===== config.mk =====
export PLATFORM = sky130hd
export DESIGN_NAME = mux_scan_sequencer
export DESIGN_NICKNAME = d
export VERILOG_FILES = /design/src/rtl/mux_scan_sequencer.sv
export SDC_FILE = /design/constraint.sdc
export NUM_CORES = 1
export LEC_CHECK = 0
export CORE_MARGIN = 1
export CORE_UTILIZATION = 44
export CTS_BUF_LIST = sky130_fd_sc_hd__clkbuf_2
export DETAILED_ROUTE_END_ITERATION = 10
export PLACE_DENSITY_LB_ADDON = 0.05
export SYNTH_ARGS = -nofsm -noshare
export SYNTH_HDL_FRONTEND = slang
export SYNTH_SLANG_ARGS = --single-unit

===== constraint.sdc =====
create_clock -name clk -period 2.4 [get_ports clk]
set_input_delay 0.48 -clock clk [delete_from_list [all_inputs] [get_ports clk]]
set_output_delay 0.48 -clock clk [all_outputs]
set_load 0.01 [all_outputs]

===== src/rtl/mux_scan_sequencer.sv =====
// mux_scan_sequencer: steps a 16:1 mux select across a held word and streams the selected bits; MUX_SCAN_REVERSE_EN scans from LAST_SEL down to channel 0
module mux_scan_sequencer #(
   parameter int LAST_SEL = 15,
   parameter int CNT_W    = 8
) (
   input  logic             clk,
   input  logic             rst,
   input  logic [15:0]      in_data,
   input  logic             in_valid,
   output logic             in_ready,
   output logic [15:0]      mux_data,
   output logic [3:0]       mux_sel,
   input  logic             mux_bit,
   output logic             bit_data,
   output logic             bit_valid,
   output logic             bit_last,
   input  logic             bit_ready,
   output logic [CNT_W-1:0] word_cnt,
   output logic             busy
);
   localparam logic [3:0] LS = 4'(LAST_SEL);
`ifdef MUX_SCAN_REVERSE_EN
   localparam logic [3:0] START   = LS;
   localparam logic [3:0] END_SEL = 4'd0;
   localparam logic [3:0] STEP    = 4'hf;
`else
   localparam logic [3:0] START   = 4'd0;
   localparam logic [3:0] END_SEL = LS;
   localparam logic [3:0] STEP    = 4'd1;
`endif
   typedef enum logic {IDLE, SCAN} state_t;
   state_t state;
   logic   at_end;
   assign at_end    = mux_sel == END_SEL;
   assign busy      = !rst && state == SCAN;
   assign bit_valid = busy;
   assign bit_last  = busy && at_end;
   assign bit_data  = mux_bit;
   assign in_ready  = !rst && (state == IDLE || (bit_last && bit_ready));
   // load a word, step the select on each accepted bit, reload or idle after the last channel
   always_ff @(posedge clk) begin
      if (rst) begin
         state    <= IDLE;
         mux_data <= '0;
         mux_sel  <= START;
         word_cnt <= '0;
      end else if (state == IDLE) begin
         if (in_valid) begin
            mux_data <= in_data;
            mux_sel  <= START;
            state    <= SCAN;
         end
      end else if (bit_ready) begin
         if (!at_end) mux_sel <= mux_sel + STEP;
         else begin
            word_cnt <= word_cnt + CNT_W'(1);
            if (in_valid) begin
               mux_data <= in_data;
               mux_sel  <= START;
            end else state <= IDLE;
         end
      end
   end
endmodule

==> results.toml, run 1 <==
[status]
status = "finished with violations"
violations = "DRC"

[worst_setup_path]
r2r-end = "word_cnt[6]$_SDFFE_PP0P_"
slowest_delay_ps = 550
rr_startpoint = "state$_SDFF_PP0_"
r2r_cells = 4
worstSetupEndpointType = "output port"
path_cells = "ha_4, nand3_4, nor3_2, clkdlybuf4s50_1"
cp-endpoint = "bit_last"
cp-start-kind = "flop"
ff2ff_setup_slack_ps = 770
crit_path_max_fanout = 9
required_ps = 1920
cp.arrival_ps = 1770
crit_path_start = "mux_sel[0]$_SDFFE_PP0N_"
critPathKind = "reg -> out"
slowest_stage = "clkdlybuf4s50_1"

[logic_synthesis]
postSynthAreaPerCell_um2 = 8.25
ys.flop_type = "dfxtp_1"
synth_cell_types = 35
synth_edf_count = 0
yosysWarningCount = 0
syn_inst = 203
syn_area_mm2 = 0.00168
yosysSeqAreaShare_pct = 34.7
synthArstFlopShare_pct = 0
syn-num-nets = 226
synth_seq_cells = 29

[die]
core-area_mm2 = 0.00366
die_h_um = 63.7
start_util_pct = 45.8
rows = 22
die_w_um = 63.7
pin_count = 54
die-area_mm2 = 0.00406

[finish]
drive_gt1_share_pct = 9.76
final_common_cell = "clkdlybuf4s50_1"
n_antenna_cell = 0
layout_common_cells = "49 x clkdlybuf4s50_1, 26 x dfxtp_1, 21 x nand2_1"
utilization_pct = 62.0
syn_to_final_growth_pct = 35.5
num-nets-final = 268
final_cells = 294

[sta]
final-setup-viol-count = 0
tightest_slew_ps = 1160
rsz0062_at_grt = "false"
max_freq_mhz = 445
fin_crit_ps = 2250
final-max-slew-violation-count = 0
clock_skew_ps = 15.6
fin_crit_sh_pct = 93.6
finalHoldViolCount = 0
tns_ps = 0
slew_headroom_pct = 22.3

[clocking]
cts_tree = "yes"
cts_hold_buffers = 0
clk_pin_slew_worst_paths_ps = 150
ctsHtreeMaxLevel = 2
post_cts_buffers = 0
clockBufferDepth = 2
clkSinkCount = 29
clockRootBuffer = "clkbuf_2"
worstSkewPairLatency_ps = 360
cts_buffers = 5

[power_and_ir_drop]
p_seq_share_pct = 54.2
combPwrFrac_pct = 21.2
power.switching_uw = 288
cellPowerDensity_mw_per_mm2 = 425
switching_share_pct = 29.8
internal_power_uw = 677
ir_drop_mv = 0.307
power.share.clock_pct = 24.6
leakage_nw = 0.730

[routing]
routedWlPerCell_um = 14.8
via_per_inst = 6.01
drt-total-wl_um = 4340
drtPass1Iterations = 7
drt_iter0_drc = 74
vias = 1767
drc = 1
ant_nets = 0

[hold_path]
worstHoldPathType = "reg -> reg"

[grt]
grt_pass1_wl_um = 7500
grt.overflow.total = 0
grt_max_degree = 37
antenna_found_initial = 0
grt_pass1_vias = 1688
track_usage_pct = 23.1

[placement]
io_buffers = 51
dpl.hpwl_um = 2970
dp_cells = 286
gp_congestion = 0.804

[run]
drv_cap = 0
cells by family after synthesis:
kind of cell,share of synthesized area [%]
AOI/OAI and AO/OA,24.0
adders and majority gates,1.49
buffers and inverters,7.32
DFF,34.7
muxes,0.672
and+or+nand+nor,31.8
registers in the layout (all words and copies together), names as in the netlist:
register and count:
word_cnt 8, mux_data 16, mux_sel 4, state 1
power by group through the flow:
stage | combinational, mW | clock, mW | sequential [mW]
floorplan | 0.0947 | 0 | 0.538
global placement | 0.198 | 0 | 0.532
detailed placement | 0.204 | 0 | 0.533
CTS | 0.205 | 0.247 | 0.524
global route | 0.222 | 0.270 | 0.526
finish | 0.205 | 0.237 | 0.522
layer usage:
metal	up-vias	global-route usage (%)	part of all wire [%]
met5	-	0	0
met3	7	5.25	4.2
met2	42	42.6	49
met1	838	26.3	45
met4	0	5.97	1.0
li1	880	-	-
worst min-delay path by stage:
stage	cells after the start	end	from
finish	2	word_cnt[7]$_SDFFE_PP0P_	word_cnt[7]$_SDFFE_PP0P_
global route	2	state$_SDFF_PP0_	rst
CTS	2	state$_SDFF_PP0_	rst
detailed placement	2	word_cnt[7]$_SDFFE_PP0P_	word_cnt[7]$_SDFFE_PP0P_
global placement	2	word_cnt[7]$_SDFFE_PP0P_	word_cnt[7]$_SDFFE_PP0P_
floorplan	2	word_cnt[7]$_SDFFE_PP0P_	word_cnt[7]$_SDFFE_PP0P_
cell usage after synthesis, types with 3 or more instances:
cell,count,share of area (%)
nand4_1,4,1.5
o311ai_0,5,2.6
dfxtp_1,29,35
a21oi_1,13,3.9
nand2_1,21,4.7
nor2_1,3,0.67
clkbuf_1,12,2.7
o21ai_0,7,2.1
nor3b_1,16,7.2
o311ai_1,11,5.8
buf_1,3,0.67
nand3_1,4,1.2
a31oi_1,16,6.0
or4_1,4,1.8
o31ai_1,3,1.3
nand4b_1,16,8.4
buf_2,8,2.4
or3_1,3,1.1
nor2b_1,4,1.5
worst max-delay path, delay by kind of cell, from the launching register on:
kind / cells / cell delay (ps)
adder cells (fa/ha/maj): 1 / 200
AND/OR/NAND/NOR: 2 / 260
flip-flops: 1 / 400
buffers and inverters: 1 / 550
area by class of cell:
| cell class | count | area (um^2) |
|---|---|---|
| multi-input combinational | 146 | 997 |
| clock inverter | 3 | 12.5 |
| clock buffer | 5 | 25.0 |
| inverter | 3 | 11.3 |
| tap | 48 | 60.1 |
| fill | 346 | 1390 |
| sequential | 29 | 589 |
| timing repair buffer | 60 | 576 |
per-stage QoR:
stage / hold WS [ps] / cell area (um^2) / total power, mW / setup WS [ps]
2_1_floorplan: 490 / 1680 / 0.633 / 491
3_3_place_gp: 465 / 2200 / 0.730 / 65.3
3_5_place_dp: 472 / 2200 / 0.738 / 38.1
4_1_cts: 484 / 2250 / 0.977 / 17.6
5_1_grt: 494 / 2270 / 1.02 / 41.6
6_report: 486 / 2270 / 0.964 / 155
what timing repair did:
| action | CTS | global route |
|---|---|---|
| gates cloned | 0 | 0 |
| gates resized for setup | 5 | 5 |
| setup endpoints to repair | 2 | 2 |
No activity file was read; power rests on OpenSTA's default activity.
==> run 2: changes to the inputs <==
CAP_MARGIN = 20   (was default)
CTS_BUF_LIST = default   (was sky130_fd_sc_hd__clkbuf_2)
==> run 2 against run 1 <==
Net effect:
- the run still ends with DRC left
- highest routed layer unchanged
- clock power increased by 89%
- flip-flop and latch count unchanged
- via count decreased by 0.17%
- design area increased by 2.3%
- global-route usage increased by 0.42 points
- non-clock buffer count increased by 1
- routed wire length increased by 2.8%
- die area unchanged
- critical path depth unchanged
- setup slack got worse by 34 ps
- register-to-register slack about the same
- clock-buffer cell count increased by 2
- critical endpoint unchanged
==> results.toml, run 2 (same netlist as run 1, synthesis figures left out) <==
[status]
status = "finished with violations"
violations = "DRC"

[worst_setup_path]
crit_path_max_fanout = 9
path_cells = "ha_4, nand3_2, nor3_1, clkdlybuf4s50_1"
slowest_delay_ps = 560
slowest_stage = "clkdlybuf4s50_1"
worstSetupEndpointType = "output port"
critPathKind = "reg -> out"
cp.arrival_ps = 1800
cp-start-kind = "flop"
required_ps = 1920

[sta]
tightest_slew_ps = 371
clock_skew_ps = 7.28
rsz0062_at_grt = "false"
final-max-slew-violation-count = 0
fin_crit_sh_pct = 94.9
slew_headroom_pct = 75.3
tns_ps = 0
finalHoldViolCount = 0
final-setup-viol-count = 0
fin_crit_ps = 2280
hold_slack_ps = 475
max_freq_mhz = 439

[routing]
topRoutingLayerUsed = "met4"
vias = 1764
via_per_inst = 5.98
wl_met2_um = 2220
met3_length_um = 162
routedWlPerCell_um = 15.1
drtPass1Iterations = 7
drt_iter0_drc = 75
drt-total-wl_um = 4460
drc = 1
ant_nets = 0
wl_met1_um = 2030

[power_and_ir_drop]
leakage_nw = 0.759
ir_drop_mv = 0.342
cellPowerDensity_mw_per_mm2 = 507

[placement]
io_buffers = 51
gp_congestion = 0.804
dpl.hpwl_um = 2970

[die]
die-area_mm2 = 0.00406
die_h_um = 63.7
core-area_mm2 = 0.00366
pin_count = 54
rows = 22
start_util_pct = 45.8
die_w_um = 63.7

[finish]
regMostFlops = "mux_data"
largest_reg_flops = 16
drive_gt1_share_pct = 10.1
layout_common_cells = "49 x clkdlybuf4s50_1, 27 x dfxtp_1, 21 x nand2_1"
seq_area_um2 = 583
reg_top3 = "mux_data: 16 flops, word_cnt: 8 flops, mux_sel: 4 flops"
final_common_cell = "clkdlybuf4s50_1"
n_antenna_cell = 0
syn_to_final_growth_pct = 38.7
num-nets-final = 269
utilization_pct = 63.5
multi_input_area_um2 = 985
fillers = 348

[clocking]
worstSkewPairLatency_ps = 290
clkSinkCount = 29
cts_buffers = 5
cts_hold_buffers = 0
cts_tree = "yes"
clk_pin_slew_worst_paths_ps = 60
clockRootBuffer = "clkbuf_8"
post_cts_buffers = 0
ctsHtreeMaxLevel = 2
clockBufferDepth = 2

[hold_path]
worstHoldPathType = "reg -> reg"

[run]
drv_cap = 0

[grt]
track_usage_pct = 23.5
antenna_found_initial = 0
grt_pass1_vias = 1715
grt_max_degree = 37
grt.overflow.total = 0
grt_pass1_wl_um = 7530
## run 2: changes by cell type in the layout (fill, tap and decap cells not counted), sizes merged
cell and change:
buf +1, clkbuf +2, clkinv -2
## run 2: per-layer routing
metal,up-vias,global-route usage (%)
met5,-,0
met1,843,26.1
met3,4,5.25
li1,878,-
met2,39,42.8
met4,0,9.09
## run 2: power breakdown
| group | switching [mW] | internal, mW |
|---|---|---|
| logic | 0.0960 | 0.111 |
| clock network | 0.189 | 0.259 |
| registers | 0.0191 | 0.505 |
| total | 0.304 | 0.875 |
## run 2: path summary, 6_finish.rpt
kind / slack (ps) / cells past startpoint / from / end
setup / recovery: 120 / 4 / mux_sel[0]$_SDFFE_PP0N_ / bit_last
hold reg to reg: 480 / 2 / word_cnt[7]$_SDFFE_PP0P_ / word_cnt[7]$_SDFFE_PP0P_
setup reg to reg: 780 / 4 / state$_SDFF_PP0_ / word_cnt[7]$_SDFFE_PP0P_
hold / removal: 480 / 2 / word_cnt[7]$_SDFFE_PP0P_ / word_cnt[7]$_SDFFE_PP0P_
## run 2: cell type report
cell class / instances / area share (%)
well taps: 48 / 2.58
repair buffers: 61 / 25.1
flip-flops and latches: 29 / 25.1
multi-input cells: 146 / 42.4
inverters: 3 / 0.485
clock buffers: 7 / 4.15
clock inverters: 1 / 0.215
## run 2: metrics by stage
step / setup WS, ps / instance area, um^2 / std cells / total power, mW
6_report: 121 / 2320 / 295 / 1.18
3_5_place_dp: 38.1 / 2200 / 286 / 0.738
4_1_cts: 2.78 / 2310 / 294 / 1.19
2_1_floorplan: 491 / 1680 / 203 / 0.633
5_1_grt: 7.39 / 2320 / 295 / 1.23
3_3_place_gp: 65.3 / 2200 / 286 / 0.730
## run 2: critical path, delay by kind of cell, from the launching register on
family	cells	cell delay, ps
buffers and inverters	1	560
flip-flops	1	390
AND/OR/NAND/NOR	2	370
adder cells (fa/ha/maj)	1	200
## run 2: what timing repair did
item	in CTS	in global routing
pin swaps	0	0
hold endpoints to repair	0	0
endpoints found under the setup margin	2	2
gates resized for setup	2	3
